**src/rtl/system_widths_pkg.sv**
```systemverilog
// Shared widths, defaults and state encoding for the instruction dispatch slice.
// No logic beyond a saturating-increment helper used by the retirement counters.
package system_widths_pkg;

  localparam int DISPATCH_DEPTH   = 8;
  localparam int DISPATCH_TIMEOUT = 255;
  localparam int INSTR_W          = 32;
  localparam int CNT_W            = 16;

  typedef enum logic [1:0] {
    ST_IDLE      = 2'd0,
    ST_WAIT_DONE = 2'd1,
    ST_HALT      = 2'd2
  } dispatch_state_t;

  function automatic logic [CNT_W-1:0] sat_inc(input logic [CNT_W-1:0] v);
    return (v == {CNT_W{1'b1}}) ? v : v + 1'b1;
  endfunction

endpackage

```
**src/rtl/instr_fifo.sv**
```systemverilog
// Circular instruction queue; head is visible combinationally, push/pop take effect on the clock edge.
// Push is ignored when full and pop when empty; no bypass in either direction.
module instr_fifo
  import system_widths_pkg::*;
#(
  parameter int DEPTH = DISPATCH_DEPTH,
  parameter int WIDTH = INSTR_W
) (
  input  logic                   clk,
  input  logic                   resetN,
  input  logic                   i_push,
  input  logic [WIDTH-1:0]       i_push_dat,
  input  logic                   i_pop,
  output logic [WIDTH-1:0]       o_head_dat,
  output logic [$clog2(DEPTH):0] o_count,
  output logic                   o_full,
  output logic                   o_empty
);

  localparam int PW = $clog2(DEPTH);
  localparam logic [PW:0] FULL_CNT = (PW+1)'(DEPTH);

  logic [WIDTH-1:0] r_mem [DEPTH];
  logic [PW-1:0]    r_wr_ptr;
  logic [PW-1:0]    r_rd_ptr;
  logic [PW:0]      r_count;
  logic             w_push;
  logic             w_pop;

  assign o_full  = (r_count == FULL_CNT);
  assign o_empty = (r_count == '0);
  assign o_count = r_count;
  assign w_push  = i_push && !o_full;
  assign w_pop   = i_pop && !o_empty;

  // Storage is never reset; an empty queue presents zero instead of stale data.
  assign o_head_dat = o_empty ? '0 : r_mem[r_rd_ptr];

  always_ff @(posedge clk) begin
    if (w_push) begin
      r_mem[r_wr_ptr] <= i_push_dat;
    end
  end

  always_ff @(posedge clk or negedge resetN) begin
    if (!resetN) begin
      r_wr_ptr <= '0;
      r_rd_ptr <= '0;
      r_count  <= '0;
    end else begin
      if (w_push) r_wr_ptr <= r_wr_ptr + 1'b1;
      if (w_pop)  r_rd_ptr <= r_rd_ptr + 1'b1;
      case ({w_push, w_pop})
        2'b10:   r_count <= r_count + 1'b1;
        2'b01:   r_count <= r_count - 1'b1;
        default: r_count <= r_count;
      endcase
    end
  end

endmodule

```
**src/rtl/instruction_dispatch.sv**
```systemverilog
// Queues host instructions and issues one at a time to the instruction unit, waiting for retirement under a watchdog.
// Issue pulse lands the cycle after an IDLE pop; the host is held off only when the queue is full.
module instruction_dispatch
  import system_widths_pkg::*;
#(
  parameter int DEPTH   = DISPATCH_DEPTH,
  parameter int TIMEOUT = DISPATCH_TIMEOUT
) (
  input  logic                   clk,
  input  logic                   resetN,
  input  logic                   in_valid,
  input  logic [INSTR_W-1:0]     in_instr,
  output logic                   in_ready,
  output logic                   instr_valid,
  output logic [INSTR_W-1:0]     instr_in,
  input  logic                   core_ready_flag,
  input  logic                   instruction_done_flag,
  input  logic                   illegal_opcode_flag,
  output logic [$clog2(DEPTH):0] fifo_count,
  output logic                   fifo_empty,
  output logic                   fifo_full,
  output logic [CNT_W-1:0]       retired_count,
  output logic [CNT_W-1:0]       illegal_count,
  output logic                   timeout_flag,
  output logic                   dispatch_busy
);

  localparam int WD_W = $clog2(TIMEOUT + 1);
  localparam logic [WD_W-1:0] WD_LAST = WD_W'(TIMEOUT - 1);

  dispatch_state_t    r_state;
  logic [WD_W-1:0]    r_wd;
  logic               r_instr_valid;
  logic [INSTR_W-1:0] r_instr_in;
  logic [CNT_W-1:0]   r_retired;
  logic [CNT_W-1:0]   r_illegal;
  logic               r_timeout;

  logic               w_push;
  logic               w_pop;
  logic [INSTR_W-1:0] w_head;

  assign in_ready = !fifo_full;
  assign w_push   = in_valid && in_ready;
  assign w_pop    = (r_state == ST_IDLE) && !fifo_empty && core_ready_flag;

  instr_fifo #(
    .DEPTH (DEPTH),
    .WIDTH (INSTR_W)
  ) u_fifo (
    .clk        (clk),
    .resetN     (resetN),
    .i_push     (w_push),
    .i_push_dat (in_instr),
    .i_pop      (w_pop),
    .o_head_dat (w_head),
    .o_count    (fifo_count),
    .o_full     (fifo_full),
    .o_empty    (fifo_empty)
  );

  always_ff @(posedge clk or negedge resetN) begin
    if (!resetN) begin
      r_state       <= ST_IDLE;
      r_wd          <= '0;
      r_instr_valid <= 1'b0;
      r_instr_in    <= '0;
      r_retired     <= '0;
      r_illegal     <= '0;
      r_timeout     <= 1'b0;
    end else begin
      r_instr_valid <= 1'b0;
      case (r_state)
        ST_IDLE: begin
          if (w_pop) begin
            r_instr_in    <= w_head;
            r_instr_valid <= 1'b1;
            r_wd          <= '0;
            r_state       <= ST_WAIT_DONE;
          end
        end
        ST_WAIT_DONE: begin
          // Retirement wins over a watchdog expiry in the same cycle.
          if (instruction_done_flag) begin
            r_retired <= sat_inc(r_retired);
            if (illegal_opcode_flag) r_illegal <= sat_inc(r_illegal);
            r_state <= ST_IDLE;
          end else if (r_wd == WD_LAST) begin
            r_timeout <= 1'b1;
            r_state   <= ST_HALT;
          end else begin
            r_wd <= r_wd + 1'b1;
          end
        end
        ST_HALT: r_state <= ST_HALT;
        default: r_state <= ST_IDLE;
      endcase
    end
  end

  assign instr_valid   = r_instr_valid;
  assign instr_in      = r_instr_in;
  assign retired_count = r_retired;
  assign illegal_count = r_illegal;
  assign timeout_flag  = r_timeout;
  assign dispatch_busy = (r_state != ST_IDLE);

endmodule

```
**config.mk**
```make
export PLATFORM = sky130hd
export DESIGN_NAME = instruction_dispatch
export DESIGN_NICKNAME = d
export VERILOG_FILES = /design/src/rtl/system_widths_pkg.sv /design/src/rtl/instr_fifo.sv /design/src/rtl/instruction_dispatch.sv
export SDC_FILE = /design/constraint.sdc
export NUM_CORES = 1
export LEC_CHECK = 0
export CORE_MARGIN = 3
export CORE_UTILIZATION = 45
export CTS_BUF_LIST = sky130_fd_sc_hd__clkbuf_8
export DETAILED_ROUTE_END_ITERATION = 8
export PLACE_DENSITY = 0.75
export SETUP_SLACK_MARGIN = 0.5
export SYNTH_ARGS = -nofsm -noshare
export SYNTH_HDL_FRONTEND = slang
export SYNTH_SLANG_ARGS = --single-unit
```
**constraint.sdc**
```tcl
create_clock -name clk -period 8.45 [get_ports clk]
set_input_delay 0.845 -clock clk [delete_from_list [all_inputs] [get_ports clk]]
set_output_delay 0.845 -clock clk [all_outputs]
set_load 0.02 [all_outputs]
```
After elaboration in Yosys (flattened, before gate mapping)
Memory sizes are Yosys's and may differ from the RTL's. A register that Yosys moved wholly into a read port is not among the register bits.
Cells that the tools add are included.
{"block": "totals", "in_bits": 38, "word_cells": 64, "output_inout_bits": 74, "memories": 1, "register_bits": 54, "mem_bits_rw": 256}
{"block": "classes", "n_mux": 13, "bitwise": 3, "reduce_logical": 19, "add_sub_neg": 7, "eq_ne": 12}
{"name": "u_fifo.r_mem", "depth": 8, "width": 32, "rd": 1, "rd_clocked_by_memory_dff": 1, "write_ports": 1, "line": "instr_fifo.sv:23", "source": "logic [WIDTH-1:0] r_mem [DEPTH];"}
{"operator": "16-bit by 1-bit adder with 16-bit output (second input constant)", "count": 2}
{"operator": "16-bit equality test (second input constant)", "count": 2}
{"operator": "8-bit 2-to-1 mux", "count": 3}
{"operator": "8-bit case mux with 2 select lines", "count": 1}
{"operator": "8-bit by 1-bit adder with 8-bit output (second input constant)", "count": 1}
{"operator": "8-bit equality test (second input constant)", "count": 1}
{"operator": "4-bit case mux with 2 select lines", "count": 1}
{"operator": "4-bit AND reduction", "count": 2}
{"operator": "3-bit by 1-bit adder with 3-bit output (second input constant)", "count": 2}
{"operator": "2-bit 2-to-1 mux", "count": 3}
{"operator": "2-bit case mux with 3 select lines", "count": 1}
{"operator": "3-bit AND reduction", "count": 2}
{"operator": "2-bit nonzero test", "count": 3}
{"operator": "1-bit logical AND", "count": 5}
{"operator": "4-bit by 1-bit adder with 4-bit output (second input constant)", "count": 1}
{"operator": "2-bit by 1-bit equality test with 1-bit output (second input constant)", "count": 2}
{"operator": "2-bit equality test (second input constant)", "count": 2}
{"operator": "4-bit equality test (second input constant)", "count": 1}
{"operator": "4-bit zero test", "count": 1}
{"operator": "1-bit 2-to-1 mux", "count": 4}
{"operator": "2-bit != test (second input constant)", "count": 2}
{"operator": "2-bit AND reduction", "count": 2}
{"operator": "4-bit by 1-bit subtractor with 4-bit output (second input constant)", "count": 1}
{"operator": "1-bit zero test", "count": 3}
{"operator": "other kinds (4)", "count": 6}

Depth between registers and ports, before layout
Gate-level depths: netlist of the first run.
{"block": "depth", "depth_word": 7, "ltp_mapped": 10, "ltp_nobuf": 10}

Cells and area by module
From an unflattened synthesis of the first run, not the netlist that was laid out.
{"block": "hier_totals", "hier_cells": 742, "hier_area_um2": 13749.4}
{"mod": "instr_fifo", "cells_per_inst": 467, "area_per_inst_um2": 10337.4, "instances": 1, "seq_area_each_um2": 7937.6}
{"mod": "instruction_dispatch", "cells_per_inst": 275, "area_per_inst_um2": 3412.0, "instances": 1, "seq_area_each_um2": 1901.8}

Worst setup path before layout of the first run
No wires, ideal clock.
{"block": "synth_timing", "path_type": "register to register", "startpoint": "register u_fifo.r_count[1], in the netlist u_fifo.o_count[1]", "endpoint": "memory u_fifo.r_mem[0][0] (netlist bit), enable pin", "period_less_slack_ns": 3.865, "arrival_time_ns": 3.404, "slack_ns": 4.585, "setup_time_ns": 0.461, "path_buffers": 0, "required_ns": 7.989, "path_stages_with_launch": 5, "path_cell_list": "dfrtp_1 or4b_1 and2_1 nand2b_1 nor3_1"}
{"block": "synth_via", "elab_chain_cells": 6}
{"item": "start, declared", "line": "instr_fifo.sv:26", "source": "logic [PW:0] r_count;"}
{"item": "start signal, assigned", "line": "instr_fifo.sv:54", "source": "2'b10: r_count <= r_count + 1'b1;"}
{"item": "start signal, assigned", "line": "instr_fifo.sv:55", "source": "2'b01: r_count <= r_count - 1'b1;"}
{"item": "start signal, assigned", "line": "instr_fifo.sv:56", "source": "default: r_count <= r_count;"}
{"item": "4-bit equality test (*)", "line": "instr_fifo.sv:30", "source": "assign o_full = (r_count == FULL_CNT);"}
{"item": "1-bit zero test (*)", "line": "instruction_dispatch.sv:43", "source": "assign in_ready = !fifo_full;"}
{"item": "net in_ready", "line": "instruction_dispatch.sv:13", "source": "output logic in_ready,"}
{"item": "1-bit logical AND", "line": "instruction_dispatch.sv:44", "source": "assign w_push = in_valid && in_ready;"}
{"item": "1-bit logical AND (*)", "line": "instr_fifo.sv:33", "source": "assign w_push = i_push && !o_full;"}
{"item": "1-bit 2-to-1 mux (*)", "line": "instr_fifo.sv:40", "source": "if (w_push) begin"}
{"item": "1-bit 2-to-1 mux (implied by the code) (*)", "line": "instr_fifo.sv:41", "source": "r_mem[r_wr_ptr] <= i_push_dat;"}
{"item": "end, declared", "line": "instr_fifo.sv:23"}
Mark *: on every way through the listed nets, which the timed path passes. The rest lies on a longest branch.

Final worst setup path of the first run
{"block": "layout_timing", "startpoint": "register u_fifo.r_count[1], in the netlist u_fifo.o_count[1]", "endpoint": "register u_fifo.r_count[2], in the netlist u_fifo.o_count[2]"}
{"block": "layout_via", "elab_chain_cells": 7, "word_cells_on_any_way": 15, "cone_classes": "add/sub: 2; eq/ne: 3; mux: 1; reduce/logical: 9"}
{"item": "4-bit zero test (*)", "line": "instr_fifo.sv:31", "source": "assign o_empty = (r_count == '0);"}
{"item": "1-bit zero test (*)", "line": "instr_fifo.sv:34, instruction_dispatch.sv:45"}
{"item": "1-bit logical AND (2 in series)", "line": "instruction_dispatch.sv:45", "source": "assign w_pop = (r_state == ST_IDLE) && !fifo_empty && core_ready_flag;"}
{"item": "1-bit logical AND (*)", "line": "instr_fifo.sv:34", "source": "assign w_pop = i_pop && !o_empty;"}
{"item": "net u_fifo.w_pop", "line": "instr_fifo.sv:28", "source": "logic w_pop;"}
{"item": "2-bit by 1-bit equality test with 1-bit output / 2-bit equality test (equally long branches)", "line": "instr_fifo.sv:53", "source": "case ({w_push, w_pop})"}
{"item": "4-bit case mux with 2 select lines / 2-bit nonzero test (equally long branches)"}
Marked as above.
A chain may end at the register's enable or synchronous reset.

==> metrics.md, run 1 <==
| Metric | Value |
|---|---|
| Startpoint Class | flip-flop |
| Total clock sinks | between 300 and 400 |
| Register bit total from synthesis | about 340 |
| Status | complete, no violations |
| Starting DRT DRC Count | around 550 |
| I/O Pins | 112 |
| First-pass GRT wire length | around 41000 um |
| Max incr delay on CP | roughly 0.6 ns |
| Mapped Avg Cell Area | 18.2 um^2 |
| FMAX | roughly 0.3 GHz |
| Worst min path class | in2async |
| Hpwl dp | approximately 15000 um |
| Post-route insts no fill | approximately 1.3k |
| TritonCTS buffer count | 54 |
| Cell depth of the worst flop-to-flop path | 11 |
| Vias post-DR | around 7.0k |
| Unrepaired setup endpoints after global routing | no |
| Layout cells sized above 1 | around 18% |
| Initial core utilization | 46.2% |
| Crit-path slowest cell | or4_1 |
| Hold Buf Count CTS | 0 |
| Fin. max-slew vios | 0 |
| Die Ht | around 180 um |
| Max-cap violations | 0 |
| FFs w/ async S/R, synth | 25.1% |
| P&R area growth vs syn | 19.3% |
| Synth cell types | 48 |
| Number of synthesized flops with an enable pin | 256 |
| Layout fillers | roughly 2.3k |
| Clock Pin Slew Worst Setup and Hold Paths | roughly 0.060 ns |
| Clk_lat worst skew | 0.58 ns |
| Port buffer count | between 100 and 150 |
| Maximum vdd drop | 0.167 mV |
| Post-Synthesis Net Count | roughly 800 |
| Final setup margin | just over 5 ns |
| Pin count of the biggest net entering global routing | 73 |
| Die W | 179 um |
| Final Wtd Congestion | ~0.80 |
| Primary FF master, synth | edfxtp_1 |
| Power, Total | roughly 3.7 mW |
| NumNets Final | 935 |
| Mapped cell area | 0.0134 mm^2 |
| Final Setup Violations | 0 |
| Final period demand of the worst path | 3.35 ns |
| TNS Setup | 0 ns |
| Most frequent cells in the layout | edfxtp_1 (256), clkdlybuf4s50_1 (110), dfrtp_1 (83), mux4_2 (64), nand2_1 (57) |
| Die area | about 0.032 mm^2 |
| CTS tree | done |
| Ys Warns | 0 |
| Synth Instances | around 740 |
| Wire per inst | around 20 um |
| Final Util | a little under three fifths |
| CP Cell Sequence | or4_1 -> nand3_2 -> buf_4 -> inv_1 -> ha_1 -> xor2_1 -> ha_1 -> a21oi_1 -> xor2_1 -> nor2_1 -> xor2_1 |
| Placed cells | roughly 1.2k |
| Total track usage | about 16% |
| Residual DRC | 0 |
| CP arrival | 3.77 ns |
| CP endpoint kind | flip-flop |
| Worst Tran Pin Value | 1.12 ns |
| CTS Buffer Depth | 3 |
| Worst EP required | 8.88 ns |
| Max Fanout on Critical Path | between 70 and 80 |
| Pre-CTS setup slack | approximately 4.9 ns |
| CTS root buffer | clkbuf_8 |
| Gr ovfl total | 0 |
| Vias per inst | around 5.3 |
| Drt total wl | between 20000 and 30000 um |
| N_diodes | 0 |
| Core area | roughly 0.029 mm^2 |
| Cell mode on critical path | xor2_1 |
| Commonest non-fill, non-tap cell in the layout | edfxtp_1 |
| Setup CP Type | reg2reg |
| ANT nets after route | 0 |
| Postcts setup bufs | 0 |
| Leakage power | between 5 and 6 nW |
| Row cnt | slightly above 60 |
| Seq/Total Area, Yosys | 73.4% |
| Post_cts resized | 0 |
| DRT Pass-1 Iters | 6 |
| PD cells | roughly 230 mW/mm^2 |
| Vias in the first global route | approximately 7.3k |
| Tcrit/Tclk final | between 30 and 40% |
| Final Hold Fails | 0 |
| Normalized max-slew margin | 25.3% |
| H-tree depth | 2 |
| Antenna violations before repair | 0 |
| Clock skew | between 0.03 and 0.04 ns |
-- path summary, 6_finish.rpt --
| check | startpoint | to | slack, ns |
|---|---|---|---|
| max | u_fifo.o_count[1] | u_fifo.o_count[2] | 5.10 |
| min | resetN | instr_in[9] | 0.25 |
| max reg2reg | u_fifo.o_count[1] | u_fifo.o_count[2] | 5.10 |
| min reg2reg | timeout_flag | timeout_flag | 0.47 |
| max in group asynchronous | resetN | u_fifo.r_rd_ptr[2] | 7.13 |
| min in group clk | timeout_flag | timeout_flag | 0.47 |
-- cell families (layout without fill, tap and decap cells) --
group                      Yosys count  count (layout)  synth area share, %
xor gates and xnor gates            36              36                 2.35
muxes                              101             101                 13.5
buffers and inverters               38             232                 1.35
AOI/OAI and AO/OA                   59              59                 2.42
adders and majority gates            9               9                0.840
DFF                                342             342                 73.4
and+or+nand+nor                    152             152                 6.12
-- registers in the layout, indices dropped and copies added (netlist names), 2 cells and up --
register,count
u_fifo.r_mem,256
instr_in,32
illegal_count,16
retired_count,16
r_wd,8
u_fifo.o_count,4
u_fifo.r_rd_ptr,3
u_fifo.r_wr_ptr,3
r_state,2
-- per-layer routing --
| layer | track usage (%) | share of wire (%) |
|---|---|---|
| met1 | 23.5 | 45 |
| met2 | 26.3 | 48 |
| met5 | 0 | 0 |
| met4 | 4.19 | 1.4 |
| met3 | 3.19 | 5.8 |
-- critical path: cells and delay by family (launching register included) --
kind | cells | cell delay, ns
AOI/OAI and AO/OA | 1 | 0.15
xor gates and xnor gates | 3 | 0.46
adders and majority gates | 2 | 0.52
buffers and inverters | 2 | 0.86
DFF | 1 | 0.46
and+or+nand+nor | 3 | 0.76
-- cells in the mapped netlist (all sizes together) (12+ instances only) --
master | n | area, um^2
nor2 | 18 | 67.6
nand2 | 57 | 214
xor2 | 16 | 140
edfxtp | 256 | 7690
inv | 12 | 45.0
buf | 24 | 128
nand4 | 19 | 134
o21ai | 40 | 200
xnor2 | 20 | 175
mux2i | 33 | 330
nand3 | 13 | 75.1
dfrtp | 86 | 2150
mux4 | 64 | 1440
-- final cells by class --
cell class | instances | area, um^2 | area share, %
multi-input cells | 357 | 3440 | 21.5
well taps | 384 | 480 | 3.00
clock buffers | 54 | 743 | 4.64
repair buffers | 121 | 1180 | 7.40
clock inverters | 45 | 259 | 1.62
flip-flops and latches | 342 | 9850 | 61.5
inverters | 12 | 45.0 | 0.281
-- stage by stage --
step                      hold WS, ns  cell area [um^2]
after floorplan                 0.449             13400
after global placement          0.451             15000
after detailed placement        0.462             15000
after CTS                       0.227             16000
after global routing            0.258             16000
final                           0.254             16000
-- power breakdown --
| group | switching (mW) | internal [mW] |
|---|---|---|
| clock | 0.628 | 0.666 |
| sequential | 0.0606 | 2.01 |
| combinational | 0.225 | 0.128 |
(Power assumes the default switching activity.)
==> run 2: changes to the inputs <==
==> constraint.sdc (replaced) <==
create_clock -name clk -period 3.3 [get_ports clk]
set_input_delay 0.33 -clock clk [delete_from_list [all_inputs] [get_ports clk]]
set_output_delay 0.33 -clock clk [all_outputs]
set_load 0.02 [all_outputs]
==> run 2 against run 1 <==
  * Sequential power grew to 2.6 times the previous value
  * First-iteration DRC count decreased by 14%
  * Count of clock-buffer cells in the layout up 8
  * Clock power rose to 2.5 times the previous value
  * Critical endpoint is now fifo_full
==> metrics.md, run 2 (synthesis gave the netlist of run 1 again) <==
| Metric | Value |
|---|---|
| Status | complete, no violations |
| Die W | approximately 180 um |
| Core area | just under 0.03 mm^2 |
| Layout fillers | between 2k and 2.5k |
| Leakage power | 5.68 nW |
| Antenna violations before repair | 0 |
| Register name with the most flops | u_fifo.r_mem |
| Total clock sinks | 342 |
| PD cells | 588 mW/mm^2 |
| Drt total wl | approximately 26000 um |
| Worst min path class | in2async |
| First-pass GRT wire length | between 40000 and 50000 um |
| Final Wtd Congestion | 0.812 |
| Clk_lat worst skew | about 0.58 ns |
| Port buffer count | about 110 |
| N_diodes | 0 |
| Residual DRC | 0 |
| H-tree depth | 2 |
| CTS Buffer Depth | 3 |
| Initial core utilization | around 46% |
| Final Setup Violations | 0 |
| CTS tree | done |
| Maximum vdd drop | about 0.37 mV |
| Fin. max-slew vios | 0 |
| Crit-path slowest cell | clkdlybuf4s50_1 |
| Postcts setup bufs | 0 |
| TNS Setup | 0 ns |
| Die Ht | approximately 180 um |
| Setup CP Type | reg2out |
| Tcrit/Tclk final | 80.1% |
| Most frequent cells in the layout | edfxtp_1 (256), clkdlybuf4s50_1 (110), dfrtp_1 (83), mux4_2 (64), clkbuf_8 (62) |
| Hpwl dp | around 16000 um |
| Max Fanout on Critical Path | 7 |
| Final period demand of the worst path | between 2 and 3 ns |
| Worst hold slack | roughly 0.30 ns |
| CP arrival | 2.31 ns |
| ANT nets after route | 0 |
| Delay-heaviest family, CP | buffers and inverters |
| Worst EP required | slightly below 3 ns |
| Row cnt | 62 |
| Clock skew | between 0.02 and 0.03 ns |
| Final Hold Fails | 0 |
| Clock Pin Slew Worst Setup and Hold Paths | roughly 0.060 ns |
| DRT Pass-1 Iters | 5 |
| CP Buf/Inv Count | 2 |
| CP endpoint kind | output pin |
| Worst Tran Pin Value | ~0.74 ns |
| CP Cell Sequence | or4b_1 -> inv_1 -> clkdlybuf4s50_1 |
| NumNets Final | about 940 |
| Wire per inst | about 19 um |
| Vias per inst | 5.32 |
| Vias post-DR | 7059 |
| Commonest non-fill, non-tap cell in the layout | edfxtp_1 |
| Max-cap violations | 0 |
| TritonCTS buffer count | between 50 and 60 |
| Layout cells sized above 1 | 18.7% |
| Die area | 0.0319 mm^2 |
| FMAX | around 0.38 GHz |
| P&R area growth vs syn | 20.9% |
| Power, Total | 9.54 mW |
| Max reg flops | between 200 and 300 |
| Unrepaired setup endpoints after global routing | no |
| Total track usage | 16.7% |
| CTS root buffer | clkbuf_8 |
| Gr ovfl total | 0 |
| I/O Pins | ~110 |
| Pin count of the biggest net entering global routing | 72 |
| Starting DRT DRC Count | around 480 |
| Startpoint Class | flip-flop |
| Max incr delay on CP | around 0.6 ns |
| Vias in the first global route | 7336 |
| Normalized max-slew margin | around half |
## run 2: per-stage QoR
stage	std cells	util, %	worst slack (ns)	cell area (um^2)
floorplan	737	-	0.291	13400
global placement	1225	52.3	0.736	15200
detailed placement	1225	52.3	0.690	15200
CTS	1326	55.9	0.629	16200
global route	1326	55.9	0.515	16200
finish	1326	55.9	0.657	16200
## run 2: timing repair
action / in CTS / in global routing
setup endpoints to repair: 0 / 1
gates resized for setup: 0 / 1
hold buffers: 1 / 0
endpoints found under the hold margin: 38 / 0
## run 2: cell type report
type	count	area, um^2	area share [%]
sequential	342	9850	60.7
multi-input combinational	357	3460	21.3
timing repair buffer	131	1360	8.40
clock buffer	62	853	5.26
tap	384	480	2.96
clock inverter	38	166	1.03
inverter	12	45.0	0.278
## run 2: report_power, final
part / internal [mW] / switching, mW
clock network: 1.71 / 1.55
logic: 0.379 / 0.592
registers: 5.14 / 0.165
## run 2: final timing paths
path	start	endpoint	slack, ns	depth (start not counted)
worst min-delay path	resetN	timeout_flag	0.30	2
worst min register to register	instr_in[22]	instr_in[22]	0.48	2
worst max register to register	u_fifo.o_count[0]	u_fifo.o_count[2]	0.69	10
max in group asynchronous	resetN	instr_in[17]	2.23	3
min in group clk	instr_in[22]	instr_in[22]	0.48	2
worst max-delay path	u_fifo.o_count[0]	fifo_full	0.66	3
## run 2: worst reg2reg max path, delay by kind of cell, from the launching register on
family | cells | cell delay [ns]
buffers and inverters | 1 | 0.15
and+or+nand+nor | 3 | 0.93
adders and majority gates | 2 | 0.43
DFF | 1 | 0.45
xor gates and xnor gates | 3 | 0.37
AOI/OAI and AO/OA | 1 | 0.15
## run 2: layer usage
layer  up-vias  wire (um)  track usage, %
li1       3242          -               -
met1      3554      11200            23.4
met2       223      12400            26.9
met3        40       1720            3.55
met4         0        413            4.32
met5         -          0               0
==> RTL change 1, RTL diff (config.mk and constraints of run 2) <==
Change the package constant `DISPATCH_TIMEOUT` from 255 to 510.
--- a/src/rtl/system_widths_pkg.sv
+++ b/src/rtl/system_widths_pkg.sv
@@ -5,3 +5,3 @@
   localparam int DISPATCH_DEPTH   = 8;
-  localparam int DISPATCH_TIMEOUT = 255;
+  localparam int DISPATCH_TIMEOUT = 510;
   localparam int INSTR_W          = 32;
Behaviour: no difference found for any inputs over 4 cycles, from zero or initial values and one cycle with resetN low; that may be too few to reach the edited logic, so the function may still have changed.
==> RTL change 1 against run 2 <==
  * Via count up 2.4%
  * Sequential cell count up 1
  * Combinational power up 0.4%
  * Wire length up 3.3%
  * Synthesized cell count up 2.2%
  * Total power up 3.6%
  * Design area up 1.2%
  * First-iteration DRC count up 6.3%
  * Synthesized area up 0.91%
  * Worst setup slack better by 0.030 ns
  * Final cell count up 1.2%
  * Critical path type is now reg -> reg
  * Critical endpoint is now u_fifo.o_count[2]
==> RTL change 1: results (changes against run 2) <==
INFO  metric post-dp-hpwl = 16.4 mm (about the same)
INFO  metric status = finished clean (unchanged)
INFO  metric routed_via_density = 5.39 (was 5.32)
INFO  metric ys_top_cells_by_count = edfxtp_1, dfrtp_1, mux4_2, nand2_1, o21ai_0 (unchanged)
INFO  metric yosys-top-cells-area = edfxtp_1, dfrtp_1, mux4_2 (unchanged)
INFO  metric top_signal_layer_used = met5 (was met4)
INFO  metric io_buffer_count = 111 (unchanged)
INFO  metric drive_gt1_frac = 0.207 (was 0.187)
INFO  metric gr-usage-met3 = 0.0356 (was 0.0355)
INFO  metric drt_iter0_markers = 505 (was 475)
INFO  metric final.fill_count = 2268 (was 2250)
INFO  metric global_route_total_usage_across_every_layer = 0.165 (was 0.167)
INFO  metric critical-path-top-delay-family = simple AND/OR/NAND/NOR gates (was buffers and inverters)
INFO  metric grt_pass1_wl = 42.5 mm (was 41.2 mm)
INFO  metric synth_async_sr_flop_share = 0.254 (was 0.251)
INFO  metric ir_worst_vdd = 370 uV (was 373 uV)
INFO  metric yosysUniqueCellTypes = 51 (was 48)
INFO  metric cp.arrival = 3.07 ns (was 2.31 ns)
INFO  metric gp_routability_congestion = 0.794 (was 0.812)
INFO  metric place_ws = 0.464 ns (was 0.690 ns)
INFO  metric dp_cells = 1239 (was 1225)
INFO  metric cts_buffers = 54 (was 53)
INFO  metric wirelength = 26.6 mm (was 25.8 mm)
INFO  metric wl_met2 = 13.2 mm (was 12.4 mm)
INFO  metric total_leakage_power = 5.77 nW (was 5.68 nW)
INFO  metric net_count_of_the_mapped_netlist = 800 (was 784)
INFO  metric cts_repair_resize_count = 1 (was 0)
INFO  metric max_slew_margin = 0.446 (was 0.505)
INFO  metric synth.avg_cell_area = 18.0 um2 (was 18.2 um2)
INFO  metric global_route.usage.met2 = 0.273 (was 0.269)
INFO  metric first_global_vias = 7470 (was 7336)
INFO  metric antenna_found_initial = 2 (was 0)
INFO  metric met3RoutedLength = 1.45 mm (was 1.72 mm)
INFO  metric dr_vias = 7231 (was 7059)
INFO  metric critical_path.slowest_cell = or4_1 (was clkdlybuf4s50_1)
INFO  metric delay_contributed_by_the_slowest_stage_of_the_critical_path = 0.65 ns (was 0.61 ns)
INFO  metric seq_area_frac_synth = 0.729 (was 0.734)
==> RTL change 1: per-stage QoR <==
stage / hold WS [ns] / cell area [um2]
after global routing: 0.404 / 16400
final: 0.376 / 16400
after detailed placement: 0.459 / 15300
after global placement: 0.436 / 15300
after CTS: 0.376 / 16400
after floorplan: 0.0344 / 13600
==> RTL change 1: layout make-up <==
type	count	area, um2	share of cell area
Inverter	12	45.0	0.00274
Antenna cell	1	2.50	0.000152
Sequential cell	343	9870	0.602
Clock inverter	34	176	0.0107
Tap cell	384	480	0.0293
Timing Repair Buffer	131	1340	0.0813
Clock buffer	67	922	0.0562
Multi-Input combinational cell	370	3580	0.218
==> RTL change 1: final timing paths <==
path / startpoint / endpoint / slack [ns] / cells after the start
worst max-delay path: u_fifo.o_count[2] / u_fifo.o_count[2] / 0.69 / 10
worst min-delay path: resetN / u_fifo.o_count[2] / 0.38 / 2
worst max register to register: u_fifo.o_count[2] / u_fifo.o_count[2] / 0.69 / 10
worst min register to register: instr_in[14] / instr_in[14] / 0.48 / 2
max in group asynchronous: resetN / u_fifo.r_rd_ptr[0] / 2.14 / 3
min in group clk: in_valid / u_fifo.r_wr_ptr[0] / 0.48 / 3
==> RTL change 1: report_power, final <==
| group | internal (mW) | switching (mW) | total, mW |
|---|---|---|---|
| combinational | 0.366 | 0.610 | 0.975 |
| sequential | 5.19 | 0.192 | 5.38 |
| clock | 1.91 | 1.61 | 3.52 |
==> RTL change 1: cell families after synthesis <==
kind of cell,after synthesis,share of synthesized area
DFF,343,0.729
muxes,104,0.137
AOI/OAI and AO/OA,62,0.0273
and+or+nand+nor,161,0.0633
xor gates and xnor gates,34,0.0220
adders and majority gates,9,0.00832
buffers and inverters,40,0.0132
==> RTL change 2, RTL diff (config.mk and constraints of run 2) <==
Made on the original files. Encoding of `dispatch_state_t`: now one-hot (3 bits for 3 states).
--- a/src/rtl/system_widths_pkg.sv
+++ b/src/rtl/system_widths_pkg.sv
@@ -9,6 +9,6 @@
 
-  typedef enum logic [1:0] {
-    ST_IDLE      = 2'd0,
-    ST_WAIT_DONE = 2'd1,
-    ST_HALT      = 2'd2
+  typedef enum logic [2:0] {
+    ST_IDLE      = 3'b001,
+    ST_WAIT_DONE = 3'b010,
+    ST_HALT      = 3'b100
   } dispatch_state_t;
Formal check against the unedited RTL: no difference found for any inputs over 4 cycles, from zero or initial values and one cycle with resetN low; so few cycles prove little.
==> RTL change 2 against run 2 <==
  * Worst setup slack improved by 0.0014 ns
  * Critical endpoint is now fifo_empty
  * First-iteration DRC count rose by 17%
  * Count of clock-buffer cells in the layout fell by 3
  * Hold slack improved by 0.032 ns
  * Register-to-register slack improved by 0.15 ns
  * Design area rose by 0.42%
  * Die area rose by 0.67%
  * Wire length rose by 0.63%
  * Sequential cell count rose by 1
  * Synthesized area rose by 0.69%
  * Via count rose by 2.0%
Power is not compared: it rests on default switching activity, and its combinational part moved more than twofold at a synthesized area within 25%.
==> RTL change 2: results (changes against run 2) <==
INFO  metric footprint_of_the_multi_input_gates = 3540 um2 (was 3460 um2)
INFO  metric met3RoutedLength = 1.80 mm (was 1.72 mm)
INFO  metric stdcell_count = 1331 (was 1326)
INFO  metric m1WireLength = 11.3 mm (was 11.2 mm)
INFO  metric timing.critical_path.fanout_max = 9 (was 7)
INFO  metric gp_routability_congestion = 0.797 (was 0.812)
INFO  metric antenna_found_initial = 3 (was 0)
INFO  metric reg2reg_depth = 11 (was 10)
INFO  metric clock_skew = 0.0332 ns (was 0.0251 ns)
INFO  metric setup.worst_path.start = u_fifo.o_count[1] (was u_fifo.o_count[0])
INFO  metric post-dp-hpwl = 16.4 mm (about the same)
INFO  metric layout.buffer.nonclock.area_share = 0.0827 (was 0.0840)
INFO  metric yosys-top-cells-area = edfxtp_1, dfrtp_1, mux4_2 (unchanged)
INFO  metric cp-endpoint = fifo_empty (was fifo_full)
INFO  metric maximum_operating_frequency = 0.379 GHz (was 0.378 GHz)
INFO  metric place_area = 15300 um2 (was 15200 um2)
INFO  metric drive_gt1_frac = 0.208 (was 0.187)
INFO  metric num-nonclk-inverters = 10 (was 12)
INFO  metric yosysUniqueCellTypes = 52 (was 48)
INFO  metric dp_cells = 1231 (was 1225)
INFO  metric clkSinkCount = 343 (was 342)
INFO  metric grt_pass1_wl = 41.4 mm (was 41.2 mm)
INFO  metric worst_pin_slew = 0.721 ns (was 0.743 ns)
INFO  metric multi_in_gates = 356 (was 357)
INFO  metric status = finished clean (unchanged)
INFO  metric wirelength = 25.9 mm (was 25.8 mm)
INFO  metric wl_met2 = 12.3 mm (was 12.4 mm)
INFO  metric seq_area = 9870 um2 (was 9850 um2)
INFO  metric ys_top_cells_by_count = edfxtp_1, dfrtp_1, mux4_2, nand2_1, o21ai_0 (unchanged)
INFO  metric drt_iter0_markers = 558 (was 475)
INFO  metric global_route_total_usage_across_every_layer = 0.166 (was 0.167)
INFO  metric top_signal_layer_used = met5 (was met4)
INFO  metric nNonClkBuffers = 139 (was 131)
INFO  metric regToRegSetupSlack = 0.84 ns (was 0.69 ns)
INFO  metric gr-usage-met3 = 0.0368 (was 0.0355)
==> RTL change 2: cell count changes in the layout (fill, tap and decap cells not counted), moves of 6 or more <==
cell	delta
nand4_1	-11
buf_4	+14
xnor2_1	-13
buf_12	-6
clkinv_2	+6
xor2_1	+14
inv_1	-12
nor3_1	+10
==> RTL change 2: worst register-to-register path: cells and delay by family (launching register included) <==
kind / cells / cell delay (ns)
AOI/OAI and AO/OA: 1 / 0.15
xor gates and xnor gates: 3 / 0.39
adders and majority gates: 2 / 0.47
buffers and inverters: 2 / 0.33
DFF: 1 / 0.47
and+or+nand+nor: 3 / 0.54
==> RTL change 2: logic make-up (layout without fill, tap and decap cells) <==
group | count (synthesis) | after routing | synth area share
adders and majority gates | 9 | 9 | 0.00834
buffers and inverters | 42 | 248 | 0.0146
and+or+nand+nor | 147 | 147 | 0.0595
AOI/OAI and AO/OA | 59 | 59 | 0.0259
muxes | 104 | 104 | 0.137
DFF | 343 | 343 | 0.731
xor gates and xnor gates | 37 | 37 | 0.0240
